## src/rtl/lsu_pkg.sv

```systemverilog
// Shared definitions for the load/store unit: funct3 codes, FSM states and
// the access-legality check applied when a request is accepted.
package lsu_pkg;

    localparam int DATA_WIDTH = 32;

    localparam logic [2:0] F3_B  = 3'd0;
    localparam logic [2:0] F3_H  = 3'd1;
    localparam logic [2:0] F3_W  = 3'd2;
    localparam logic [2:0] F3_BU = 3'd4;
    localparam logic [2:0] F3_HU = 3'd5;

    typedef enum logic [1:0] {
        ST_IDLE,
        ST_ACCESS,
        ST_MERGE,
        ST_DONE
    } lsu_state_t;

    // Stores exist only as SB/SH/SW, so the unsigned codes are illegal for writes.
    function automatic logic access_ok(input logic write, input logic [2:0] funct3,
                                       input logic [1:0] byte_offset);
        logic ok;
        case (funct3)
            F3_B:    ok = 1'b1;
            F3_BU:   ok = !write;
            F3_H:    ok = !byte_offset[0];
            F3_HU:   ok = !write && !byte_offset[0];
            F3_W:    ok = (byte_offset == 2'b00);
            default: ok = 1'b0;
        endcase
        return ok;
    endfunction

endpackage

```

## src/rtl/load_formatter.sv

```systemverilog
// Combinational lane select and sign/zero extension of a memory word, plus the
// byte-lane mask of the addressed lane (used by the store merge path).
module load_formatter
    import lsu_pkg::*;
(
    input  logic [DATA_WIDTH-1:0] word,
    input  logic [2:0]            funct3,
    input  logic [1:0]            byte_offset,
    output logic [DATA_WIDTH-1:0] result,
    output logic [3:0]            lane_mask
);

    logic [7:0]  byte_sel;
    logic [15:0] half_sel;
    logic [3:0]  byte_mask;
    logic [3:0]  half_mask;

    assign byte_sel  = word[{byte_offset, 3'b000} +: 8];
    assign half_sel  = byte_offset[1] ? word[31:16] : word[15:0];
    assign byte_mask = 4'b0001 << byte_offset;
    assign half_mask = byte_offset[1] ? 4'b1100 : 4'b0011;

    always_comb begin
        result    = '0;
        lane_mask = '0;
        case (funct3)
            F3_B: begin
                result    = {{24{byte_sel[7]}}, byte_sel};
                lane_mask = byte_mask;
            end
            F3_BU: begin
                result    = {24'd0, byte_sel};
                lane_mask = byte_mask;
            end
            F3_H: begin
                result    = {{16{half_sel[15]}}, half_sel};
                lane_mask = half_mask;
            end
            F3_HU: begin
                result    = {16'd0, half_sel};
                lane_mask = half_mask;
            end
            F3_W: begin
                result    = word;
                lane_mask = 4'b1111;
            end
            default: begin
                result    = '0;
                lane_mask = '0;
            end
        endcase
    end

endmodule

```

## src/rtl/load_store_unit.sv

```systemverilog
// Multi-cycle load/store sequencer: word-only memory accesses, read-modify-write
// for sub-word stores, lane-selected and extended sub-word loads.
module load_store_unit
    import lsu_pkg::*;
#(
    parameter int DATA_WIDTH = lsu_pkg::DATA_WIDTH
) (
    input  logic                  clk,
    input  logic                  reset,
    input  logic                  req_valid_i,
    input  logic                  req_write_i,
    input  logic [2:0]            funct3_i,
    input  logic [DATA_WIDTH-1:0] address_i,
    input  logic [DATA_WIDTH-1:0] store_data_i,
    output logic                  busy_o,
    output logic                  done_o,
    output logic                  error_o,
    output logic [DATA_WIDTH-1:0] load_data_o,
    output logic                  mem_read_o,
    output logic                  mem_write_o,
    output logic [DATA_WIDTH-1:0] mem_address_o,
    output logic [DATA_WIDTH-1:0] mem_write_data_o,
    input  logic [DATA_WIDTH-1:0] mem_read_data_i
);

    lsu_state_t            state_reg;
    logic                  write_reg;
    logic [2:0]            funct3_reg;
    logic [DATA_WIDTH-1:0] addr_reg;
    logic [DATA_WIDTH-1:0] store_reg;
    logic                  err_reg;
    logic [DATA_WIDTH-1:0] load_data_reg;
    logic [DATA_WIDTH-1:0] merge_reg;

    logic [DATA_WIDTH-1:0] fmt_result;
    logic [3:0]            lane_mask;
    logic [DATA_WIDTH-1:0] store_lanes;
    logic [DATA_WIDTH-1:0] merged_word;
    logic                  is_sub_store;

    load_formatter u_formatter (
        .word        (mem_read_data_i),
        .funct3      (funct3_reg),
        .byte_offset (addr_reg[1:0]),
        .result      (fmt_result),
        .lane_mask   (lane_mask)
    );

    assign is_sub_store = write_reg && (funct3_reg != F3_W);

    // Replicate the store byte/halfword across every lane; the mask picks the target.
    assign store_lanes = (funct3_reg == F3_B) ? {4{store_reg[7:0]}} : {2{store_reg[15:0]}};

    for (genvar gi = 0; gi < 4; gi++) begin : g_merge_lane
        assign merged_word[gi*8 +: 8] = lane_mask[gi] ? store_lanes[gi*8 +: 8]
                                                      : merge_reg[gi*8 +: 8];
    end

    always_ff @(posedge clk or negedge reset) begin
        if (!reset) begin
            state_reg     <= ST_IDLE;
            write_reg     <= 1'b0;
            funct3_reg    <= '0;
            addr_reg      <= '0;
            store_reg     <= '0;
            err_reg       <= 1'b0;
            load_data_reg <= '0;
            merge_reg     <= '0;
        end else begin
            case (state_reg)
                ST_IDLE: begin
                    if (req_valid_i) begin
                        write_reg  <= req_write_i;
                        funct3_reg <= funct3_i;
                        addr_reg   <= address_i;
                        store_reg  <= store_data_i;
                        if (access_ok(req_write_i, funct3_i, address_i[1:0])) begin
                            err_reg   <= 1'b0;
                            state_reg <= ST_ACCESS;
                        end else begin
                            err_reg   <= 1'b1;
                            state_reg <= ST_DONE;
                        end
                    end
                end
                ST_ACCESS: begin
                    if (!write_reg) begin
                        load_data_reg <= fmt_result;
                        state_reg     <= ST_DONE;
                    end else if (is_sub_store) begin
                        merge_reg <= mem_read_data_i;
                        state_reg <= ST_MERGE;
                    end else begin
                        state_reg <= ST_DONE;
                    end
                end
                ST_MERGE: state_reg <= ST_DONE;
                default:  state_reg <= ST_IDLE;
            endcase
        end
    end

    // Strobes decode directly from state so an asynchronous reset kills them at once.
    always_comb begin
        mem_read_o       = 1'b0;
        mem_write_o      = 1'b0;
        mem_address_o    = '0;
        mem_write_data_o = '0;
        case (state_reg)
            ST_ACCESS: begin
                mem_address_o = {addr_reg[DATA_WIDTH-1:2], 2'b00};
                if (!write_reg || is_sub_store) begin
                    mem_read_o = 1'b1;
                end else begin
                    mem_write_o      = 1'b1;
                    mem_write_data_o = store_reg;
                end
            end
            ST_MERGE: begin
                mem_address_o    = {addr_reg[DATA_WIDTH-1:2], 2'b00};
                mem_write_o      = 1'b1;
                mem_write_data_o = merged_word;
            end
            default: ;
        endcase
    end

    assign busy_o      = (state_reg != ST_IDLE);
    assign done_o      = (state_reg == ST_DONE);
    assign error_o     = done_o && err_reg;
    assign load_data_o = load_data_reg;

endmodule

```

## config.mk

```make
export PLATFORM = sky130hd
export DESIGN_NAME = load_store_unit
export DESIGN_NICKNAME = d
export VERILOG_FILES = /design/src/rtl/lsu_pkg.sv /design/src/rtl/load_formatter.sv /design/src/rtl/load_store_unit.sv
export SDC_FILE = /design/constraint.sdc
export NUM_CORES = 1
export LEC_CHECK = 0
export ABC_CLOCK_PERIOD_IN_PS = 3100
export CORE_MARGIN = 3
export CORE_UTILIZATION = 51
export DETAILED_ROUTE_END_ITERATION = 6
export MAX_ROUTING_LAYER = met4
export PLACE_DENSITY = 0.84
export SLEW_MARGIN = 20
export SYNTH_ARGS = -nofsm -noshare
export SYNTH_HDL_FRONTEND = slang
export SYNTH_SLANG_ARGS = --single-unit
```

## constraint.sdc

```tcl
create_clock -name clk -period 3.1 [get_ports clk]
set_input_delay 0.31 -clock clk [delete_from_list [all_inputs] [get_ports clk]]
set_output_delay 0.31 -clock clk [all_outputs]
set_load 0.02 [all_outputs]
```

==> summary.md, run 1 <==
| Metric | Value |
|---|---|
| Status | finished clean |
| Boundary pin count | 204 |
| Layout Nets | 818 |
| Slew Limit Fails | 0 |
| I/O Buffers | 201 |
| Crit path launch | state_reg[1] |
| # DRC | 0 |
| Synthesized instance count | 505 |
| Vias in the first global route | 5609 |
| CP Buf/Inv Count | 3 |
| HP Start | err_reg |
| Full die area | 14150 sq um |
| Adder-cell share of the synthesized area | 0.7689% |
| Dpl ws | 0.2291 ns |
| Worst-Margin Slew | 0.7062 ns |
| Total GRT Usage | 30.22% |
| Family with the most delay on the worst path | buffers and inverters |
| DR pass1 iterations | 7 |
| Fin cells | 893 |
| Setup CP Type | register to output port |
| Met3 usage | 9.069% |
| LEAKAGE | 4.108 nW |
| Synth Register Bits | 135 |
| Global Route met2 Usage | 45.19% |
| Critical path's slowest cell | clkdlybuf4s50_1 |
| Routed vias/inst | 6.031 |
| Multiplexer share of the synthesized area | 21.80% |
| CP max stage delay | 0.61 ns |
| CTS sink count | 135 |
| Placement Rows | 40 |
| CP Cell Sequence | inv_1 > ha_1 > nand2_2 > buf_4 > nor3_1 > a221o_1 > clkdlybuf4s50_1 |
| Final TNS setup | 0 ns |
| Clock Path Buffers | 2 |
| Number of max-cap violations | 0 |
| Core footprint | 12260 sq um |
| Largest net degree at the start of global routing | 77 |
| Crit path max fanout | 16 |
| Max_slew headroom | 52.92% |
| Clock-pin slew on the worst setup and hold paths | 0.06 ns |
| Die H | 119.0 um |
| Tmin final | 2.981 ns |
| VDD IR max | 979.7 uV |
| XOR/XNOR Fraction of Synth Area | 0% |
| Drt initial violations | 901 |
| WL final | 20450 um |
| Final hold vios | 0 |
| Met1 GRT Util | 38.41% |
| Main combinational cell family by area after synthesis | multiplexers |
| Avg Inst Size Synth | 12.89 sq um |
| Share of cells above drive strength 1 | 24.59% |
| First-pass GRT wire length | 31910 um |
| Max Fclk | 335.5 MHz |
| Hpwl dp | 14800 um |
| Final instance area | 9418 sq um |
| Initial antenna violation count | 0 |
| WL per Instance | 22.90 um |
| H-tree levels | 4 |
| Area growth, synth to finish | 44.69% |
| Final total power | 0.01075 W |
| CP arrival | 2.67 ns |
| Worst-Skew Late Latency | 0.42 ns |
| RePlAce Congestion | 1.105 |
| Most frequent cells in the layout | clkdlybuf4s50_1 (188), dfrtp_1 (133), mux2_2 (94), a221o_1 (32), and2_1 (32) |
| Period utilisation layout | 96.16% |
| Pwr Density | 1142 nW/um^2 |
| CP endpoint kind | output port |
| Synth warn | 0 |
| Root Driver | clkbuf_16 |
| Final setup skew | 0.007679 ns |
| Unique cell type count in the Yosys netlist | 42 |
| Compound-cell area share of the yosys netlist | 13.71% |
| CP required | 2.79 ns |
| Setup-failing EPs final | 0 |
| Most used routing layer | met2 |
| Total CTS buffers | 17 |
| Cell Count Post-Placement | 857 |
| DP Area | 8702 sq um |
| Worst setup SP type | register |
| Simple-gate area share of the yosys netlist | 8.458% |
| Min-delay worst type | register to register |
| Total grt overflow | 0 |
| Worst setup margin | 0.1190 ns |
| Initial Util | 53.08% |
| RR Startpoint | state_reg[1] |
| Commonest non-fill, non-tap cell in the layout | clkdlybuf4s50_1 |
| TritonCTS clock tree | done |
| Routed Antenna Nets | 0 |
| Via count | 5386 |
| DIE WIDTH | 119.0 um |
| Sequential area share after synthesis | 51.90% |
| Post-synthesis instance area | 6509 sq um |
synthesized netlist by cell type, drive strengths merged:
master	count	area (sq um)
and2	32	200.2
clkbuf	14	52.55
dfrtp	135	3378
and2b	1	8.760
a211oi	5	57.56
o21ai	4	20.02
mux2	100	1149
a21oi	8	40.04
a222oi	8	80.08
ha	4	50.05
a21boi	1	7.510
mux4	8	180.2
inv	5	18.77
or2	1	6.260
or3b	1	8.760
a221oi	7	61.31
nor2b	4	25.02
nand2	19	71.32
o221ai	1	8.760
nor2	20	75.07
conb	1	3.750
a31oi	1	6.260
o21a	1	7.510
a22oi	9	67.56
o31ai	1	7.510
nand2b	2	12.51
nand3	1	5.000
nor3b	2	26.28
nor3	18	90.09
buf	22	143.9
and3	2	12.51
a221o	32	320.3
mux2i	9	90.09
a21o	9	67.56
and4	1	8.760
a22o	16	140.1
worst paths after layout:
check                           slack, ns                   end  depth (start not counted)
worst max-delay path                 0.12  mem_write_data_o[30]                          7
worst min-delay path                 0.49               err_reg                          2
worst max register to register       0.91       load_data_o[23]                          9
worst min register to register       0.49               err_reg                          2
max in group asynchronous            1.85         funct3_reg[0]                          3
min in group asynchronous            0.50       load_data_o[20]                          2
repair_timing:
action                     CTS  global route
buffers inserted             0             2
pin swaps                    0             2
resized for setup            7            19
gates cloned                 0             0
hold buffers                 1             0
hold endpoints to repair    75             0
setup endpoints to repair   24            31
area by class of cell:
type / count / area, sq um
multi-input combinational: 330 / 2965
sequential: 135 / 3381
tap: 168 / 210.2
inverter: 5 / 18.77
clock buffer: 19 / 442.9
fill: 726 / 2844
antenna: 1 / 2.502
clock inverter: 13 / 168.9
timing repair buffer: 222 / 2228
tightest hold or removal path, cell delays in order (launching register included):
cell and delay (ns):
dfrtp_1 0.34, nand2_1 0.06, nand2_1 0.06
stage by stage:
step                util (%)  hold slack (ns)
global placement       70.97           0.3713
finish                 76.81           0.4884
detailed placement     70.97           0.3874
floorplan                  -          0.01441
global route           76.79           0.4839
CTS                    76.24           0.4864
per-layer routing:
metal / up-vias / wire, um
met3: 59 / 2035
li1: 2322 / -
met1: 2639 / 8086
met4: 0 / 671
met5: - / 0
met2: 366 / 9660
cell families (layout without fill, tap and decap cells):
group / count (synthesis) / in the layout
compound gates: 103 / 103
fa+ha+maj: 4 / 4
buf+inv: 41 / 259
flops: 135 / 135
mux: 117 / 117
other cells: 1 / 3
simple gates: 104 / 104
where the power goes:
part / switching (W) / total [W] / internal, W
Combinational: 0.00263 / 0.00537 / 0.00274
Clock: 0.000784 / 0.00208 / 0.00129
Sequential: 0.000720 / 0.00331 / 0.00259
Total: 0.00413 / 0.0108 / 0.00662
(Power assumes the default switching activity.)
==> run 2, diff against run 1 <==
CAP_MARGIN = 20   (was unset)
CTS_CLUSTER_DIAMETER = 120   (was unset)
HOLD_SLACK_MARGIN = 0.1   (was unset)
==> results of run 2 <==
The final DEF is identical to that of run 1; final timing and power are the same.
